<file path="config.mk">
export PLATFORM = sky130hd
export DESIGN_NAME = multicycle_ctrl
export DESIGN_NICKNAME = d
export VERILOG_FILES = /design/src/rtl/multicycle_ctrl.sv
export SDC_FILE = /design/constraint.sdc
export NUM_CORES = 1
export LEC_CHECK = 0
export CORE_ASPECT_RATIO = 0.7
export CORE_MARGIN = 5
export CORE_UTILIZATION = 39
export CTS_CLUSTER_DIAMETER = 120
export CTS_CLUSTER_SIZE = 40
export DETAILED_ROUTE_END_ITERATION = 12
export GPL_ROUTABILITY_DRIVEN = 0
export PLACE_DENSITY = 0.82
export SYNTH_ARGS = -nofsm -noshare
export SYNTH_HDL_FRONTEND = slang
export SYNTH_SLANG_ARGS = --single-unit
</file>
<file path="constraint.sdc">
create_clock -name clk -period 2.7 [get_ports clk]
set_clock_uncertainty 0.15 [all_clocks]
set_input_delay 0.54 -clock clk [delete_from_list [all_inputs] [get_ports clk]]
set_output_delay 0.54 -clock clk [all_outputs]
set_load 0.005 [all_outputs]
</file>
<file path="src/rtl/multicycle_ctrl.sv">
// Multicycle CPU control FSM: sequences fetch, decode, execute, memory and write-back.
// Optional memory stall counter is built when MULTICYCLE_STALL_CNT_EN is defined.
module multicycle_ctrl (
  input  logic        clk,
  input  logic        reset,
  input  logic [7:0]  opcode,
  input  logic        mem_ready,
  input  logic        alu_zero,
  output logic        mem_req,
  output logic        mem_sel,
  output logic        mem_we,
  output logic        ir_write,
  output logic        pc_write,
  output logic        pc_src,
  output logic        reg_dst,
  output logic        alu_src,
  output logic [7:0]  alu_op,
  output logic        mem_to_reg,
  output logic        reg_write,
  output logic        illegal,
  output logic        halted,
  output logic [2:0]  state,
  output logic [15:0] stall_count
);

  localparam logic [2:0] ST_FETCH  = 3'd0;
  localparam logic [2:0] ST_DECODE = 3'd1;
  localparam logic [2:0] ST_EXEC   = 3'd2;
  localparam logic [2:0] ST_MEM    = 3'd3;
  localparam logic [2:0] ST_WB     = 3'd4;
  localparam logic [2:0] ST_HALT   = 3'd5;

  localparam logic [7:0] OP_RTYPE = 8'h00;
  localparam logic [7:0] OP_LOAD  = 8'h01;
  localparam logic [7:0] OP_STORE = 8'h02;
  localparam logic [7:0] OP_BEQ   = 8'h03;
  localparam logic [7:0] OP_ADDI  = 8'h04;
  localparam logic [7:0] OP_HALT  = 8'hFF;

  localparam logic [7:0] ALU_ADD   = 8'h00;
  localparam logic [7:0] ALU_SUB   = 8'h01;
  localparam logic [7:0] ALU_FUNCT = 8'h02;

  logic [2:0] curState, nextState;
  logic [7:0] opReg;

  // NOTE: sequential state uses non-blocking assignments so every register samples pre-edge values.
  always_ff @(posedge clk or posedge reset) begin
    if (reset) begin
      curState <= ST_FETCH;
      opReg    <= OP_RTYPE;
    end else begin
      curState <= nextState;
      if (curState == ST_DECODE) opReg <= opcode;
    end
  end

  assign state = curState;

  // NOTE: every output gets a default before the case so no path can infer a latch.
  always_comb begin
    nextState  = curState;
    mem_req    = 1'b0;
    mem_sel    = 1'b0;
    mem_we     = 1'b0;
    ir_write   = 1'b0;
    pc_write   = 1'b0;
    pc_src     = 1'b0;
    reg_dst    = 1'b0;
    alu_src    = 1'b0;
    alu_op     = ALU_ADD;
    mem_to_reg = 1'b0;
    reg_write  = 1'b0;
    illegal    = 1'b0;
    halted     = 1'b0;
    // Outputs are held low for the whole reset window, including the FETCH request.
    if (!reset) begin
      case (curState)
        ST_FETCH: begin
          mem_req = 1'b1;
          if (mem_ready) begin
            ir_write  = 1'b1;
            pc_write  = 1'b1;
            nextState = ST_DECODE;
          end
        end
        ST_DECODE: begin
          case (opcode)
            OP_RTYPE, OP_LOAD, OP_STORE, OP_BEQ, OP_ADDI: nextState = ST_EXEC;
            OP_HALT: nextState = ST_HALT;
            default: begin
              illegal   = 1'b1;
              nextState = ST_FETCH;
            end
          endcase
        end
        ST_EXEC: begin
          case (opReg)
            OP_RTYPE: begin
              alu_op    = ALU_FUNCT;
              nextState = ST_WB;
            end
            OP_BEQ: begin
              alu_op    = ALU_SUB;
              pc_write  = alu_zero;
              pc_src    = alu_zero;
              nextState = ST_FETCH;
            end
            OP_LOAD, OP_STORE: begin
              alu_src   = 1'b1;
              nextState = ST_MEM;
            end
            OP_ADDI: begin
              alu_src   = 1'b1;
              nextState = ST_WB;
            end
            default: nextState = ST_FETCH;
          endcase
        end
        ST_MEM: begin
          mem_req = 1'b1;
          mem_sel = 1'b1;
          mem_we  = (opReg == OP_STORE);
          if (mem_ready) nextState = (opReg == OP_LOAD) ? ST_WB : ST_FETCH;
        end
        ST_WB: begin
          reg_write  = 1'b1;
          mem_to_reg = (opReg == OP_LOAD);
          reg_dst    = (opReg == OP_RTYPE);
          nextState  = ST_FETCH;
        end
        ST_HALT: halted = 1'b1;
        default: nextState = ST_FETCH;
      endcase
    end
  end

`ifdef MULTICYCLE_STALL_CNT_EN
  logic [15:0] stallCnt;

  always_ff @(posedge clk or posedge reset) begin
    if (reset) stallCnt <= 16'h0000;
    else if (mem_req && !mem_ready && stallCnt != 16'hFFFF) stallCnt <= stallCnt + 16'h0001;
  end

  assign stall_count = stallCnt;
`else
  assign stall_count = 16'h0000;
`endif

endmodule

</file>
After elaboration in Yosys (flattened, before gate mapping). Cells that the tools add are included. W data, S select, Z words.

Register bits: 11. Output and inout port bits: 39. Logic and storage cells: 67. Bits of input ports: 12.

Bitwise logic cells: 2. Muxes and demuxes: 37. Eq/ne operators: 16. Reduce and logical (&&, ||, !) cells: 10.

Operators with widths (number): $eq A8 B2 Y1 const B (4); $mux W1 (27); $eq A8 B1 Y1 const B (2); $eq A8 B3 Y1 const B (2); $logic_not A8 Y1 (2); $pmux W3 S5 (1); $pmux W3 S2 (2); $mux W3 (3); $eq A8 B8 Y1 const B (1); $eq A3 B2 Y1 const B (2); $eq A3 B3 Y1 const B (2); $reduce_or A2 Y1 (3); $reduce_or A6 Y1 (1); $reduce_or A5 Y1 (1); $mux W2 (2); $ne A2 B2 Y1 const B (2); $pmux W2 S2 (1); $reduce_and A4 Y1 (1); $eq A3 B1 Y1 const B (1); $logic_not A3 Y1 (1); $reduce_or A3 Y1 (1); $not A1 Y1 (2); $pmux W1 S2 (1).

Longest topological paths before layout.
Depth after elaboration: 5. Depth in mapped cells: 6.

Least setup slack after synthesis. No wires, ideal clock.

Kind: register -> output. Start: reg curState[0] (netlist: state[0]). End: out pc_write. Data required time: 2010 ps. Path slack: 416 ps. Path buffers: 1. Cell stages (with the launch flop): 6. Data arrival time: 1594 ps. Cell sequence: dfrtp_1 -> buf_6 -> or4b_4 -> nor4_4 -> and2_1 -> or2_1.

Longest elaborated chain between the ends: 3. Elaborated cells between the ends (all ways): 4.

Ends and longest elaborated chain: start: declaration (line 44) `logic [2:0] curState, nextState;`; start signal: assignment (line 53) `curState <= nextState;`; $eq A3 B2 Y1 or $logic_not A3 Y1 (tied branches) (line 78) `case (curState)`; $pmux W1 S2 (*) (line 78); $mux W1 (*) (line 77) `if (!reset) begin`; end: declaration (line 13) `output logic pc_write,`.

Mark *: on every way between the ends. The rest lies on a longest branch, timed or not.

Final worst setup path.
Start: reg opReg[7]. End: out mem_we.

Longest elaborated chain between the ends: 3.

Ends and longest elaborated chain: start: declaration (line 45) `logic [7:0] opReg;`; start signal: assignment (line 54) `if (curState == ST_DECODE) opReg <= opcode;`; $eq A8 B2 Y1 (line 123) `mem_we = (opReg == OP_STORE);`; $mux W1 (line 78); $mux W1 (line 77); end: declaration (line 11) `output logic mem_we,`.

Every way passes these cells.

==> results.json <==
{
  "grt_max_degree": 13,
  "min_path_type": "reg -> reg",
  "area_delta_synth_final_pct": 40.4,
  "cts_root_buffer": "clkbuf_4",
  "io_buffers": 28,
  "crit_type": "reg -> out",
  "fmax_ghz": 0.382,
  "p_int_uw": 536,
  "antenna_found_initial": 0,
  "cp-end-kind": "primary output",
  "die_y_um": 51.4,
  "cap_violations": 0,
  "path_max_fanout": 4,
  "sw_frac_of_total_pct": 37.2,
  "setup_viol": 0,
  "worstSkewPairLatency_ns": 0.26,
  "p_leak_uw": 0.000605,
  "cts_buffer_depth": 2,
  "ys_warn_count": 0,
  "vias": 849,
  "synth-seq-cells": 11,
  "slew_viol_final": 0,
  "postCtsHoldBufs": 0,
  "fin_nets": 160,
  "dr.pass1.iters": 4,
  "hpwlAfterDp_mm": 1.87,
  "drt_iter0_markers": 46,
  "h-tree-depth": 1,
  "overflow": 0,
  "layout-drive-gt1-share_pct": 31.3,
  "setup_slack_ns": 0.0834,
  "io_pins": 51,
  "avgRoutedWirePerCell_um": 12.5,
  "syn_area_um2": 955,
  "pwr-share-comb_pct": 51.1,
  "cp-start-kind": "register",
  "final_core_util_pct": 55.8,
  "die-area_um2": 3550,
  "ir_drop_mv": 0.330,
  "p_per_area_nw_per_um2": 637,
  "fp.dieW_um": 69.1,
  "synth_top_area_share_pct": 28.8,
  "drc": 0,
  "worst-endpoint-arrival_ns": 1.93,
  "num_rows": 15,
  "grt_pass1_wl_mm": 3.77,
  "grt_usage_pct": 13.2,
  "yosysTopAreaCell": "dfrtp_1",
  "place_area_um2": 1270,
  "fin_crit_sh_pct": 96.9,
  "ys.flop_type": "dfrtp_1",
  "synthTopCellsByArea": "dfrtp_1, buf_4, mux2_2",
  "path_clk_slew_ns": 0.07,
  "syn_avg_cell_area_um2": 9.18,
  "cts.sinks": 11,
  "postRouteAntennaNets": 0,
  "netlist_instances": 104,
  "routed_wl_mm": 2.26,
  "p_clk_share_pct": 12.8,
  "grt_pass1_vias": 852,
  "seq_power_share_pct": 36.1,
  "required_ns": 2.01,
  "vias_per_cell": 4.69,
  "rsz0062_at_grt": "yes",
  "layout_commonest_cell": "conb_1",
  "cts_buffers": 3,
  "final_cell_mix": "conb_1, buf_4, clkdlybuf4s50_1",
  "async_reset_ff_share_pct": 100,
  "hold_viol_final": 0,
  "p_sw_uw": 318,
  "ys_types": 38,
  "diodes": 0,
  "final_cell_area_um2": 1340,
  "min_period_ns": 2.62,
  "tritoncts": "yes",
  "dp_slack_ns": -0.489,
  "initial_utilization_pct": 39.7,
  "ys_seq_area_share_pct": 28.8,
  "status": "complete, no violations",
  "core_um2": 2400,
  "synth_edf_count": 0
}
## sequential cells by signal (all words and copies together), names as in the netlist
| signal | count |
|---|---|
| state | 3 |
| opReg | 8 |
## power groups by stage
stage | registers, uW | logic (uW) | clock network (uW)
CTS | 305 | 439 | 116
floorplan | 268 | 336 | 0
finish | 308 | 436 | 109
global placement | 295 | 422 | 0
detailed placement | 301 | 435 | 0
global route | 322 | 475 | 121
## cell type report
type	count	area, um2
Clock buffer	4	26.3
Multi-Input combinational cell	83	576
Sequential cell	11	275
Tap cell	34	42.5
Inverter	2	7.51
Fill cell	237	1060
Timing Repair Buffer	47	413
## worst paths after layout
| check | from | to | slack [ns] | depth (start not counted) |
|---|---|---|---|---|
| max in group asynchronous | reset | opReg[7] | 1.73 | 3 |
| setup / recovery | opReg[7] | mem_we | 0.08 | 4 |
| hold reg to reg | opReg[6] | opReg[6] | 0.36 | 1 |
| setup reg to reg | opReg[7] | state[2] | 0.71 | 6 |
| min in group asynchronous | reset | state[0] | 0.37 | 3 |
| hold / removal | opReg[6] | opReg[6] | 0.36 | 1 |
## stage by stage
step,setup TNS (ns),hold slack (ns),cells,power (uW)
4_1_cts,0,0.356,181,860
6_report,0,0.359,181,853
5_1_grt,0,0.380,181,919
2_1_floorplan,0,0.242,125,604
3_5_place_dp,-2.54,0.340,175,736
3_3_place_gp,-2.30,0.333,175,717
## layer usage
metal  routed length [um]  global-route usage, %  share of wire [%]
met5                    0                      0                  0
met4                    0                   5.19                  0
met3                  174                   3.54                7.7
met2                 1060                   21.8                 47
met1                 1020                   16.5                 45
## repair_timing
action	CTS	global route
setup buffers	2	0
endpoints found under the setup margin	10	6
pin swaps	5	7
gates resized for setup	25	6
endpoints found under the hold margin	0	0
## Yosys cell counts, types with 2 or more instances
cell type / instances
xnor2_1: 2
nor4_1: 4
o21ai_0: 3
nor2b_1: 2
nor3b_1: 2
buf_2: 2
a22o_1: 2
or2_1: 2
nor3_1: 4
and3_1: 3
clkbuf_1: 3
nand4_1: 2
buf_6: 2
mux2_2: 8
dfrtp_1: 11
nor2_1: 7
nand2_1: 2
buf_4: 22
inv_1: 2
## cells by family (layout without fill, tap and decap cells)
kind of cell | Yosys count | count (layout) | share of synthesized area (%)
and+or+nand+nor | 39 | 39 | 27.1
buffers and inverters | 31 | 53 | 22.7
AOI/OAI and AO/OA | 11 | 11 | 8.78
DFF | 11 | 11 | 28.8
muxes | 8 | 8 | 9.44
xor gates and xnor gates | 3 | 3 | 2.75
other | 1 | 22 | 0.393
## critical path, cell delays in order (launching register included)
cell	delay (ns)
dfrtp_1	0.38
or4_4	0.55
or2_4	0.27
and4bb_1	0.26
clkdlybuf4s15_1	0.20
Power figures use the tool's default switching activity.
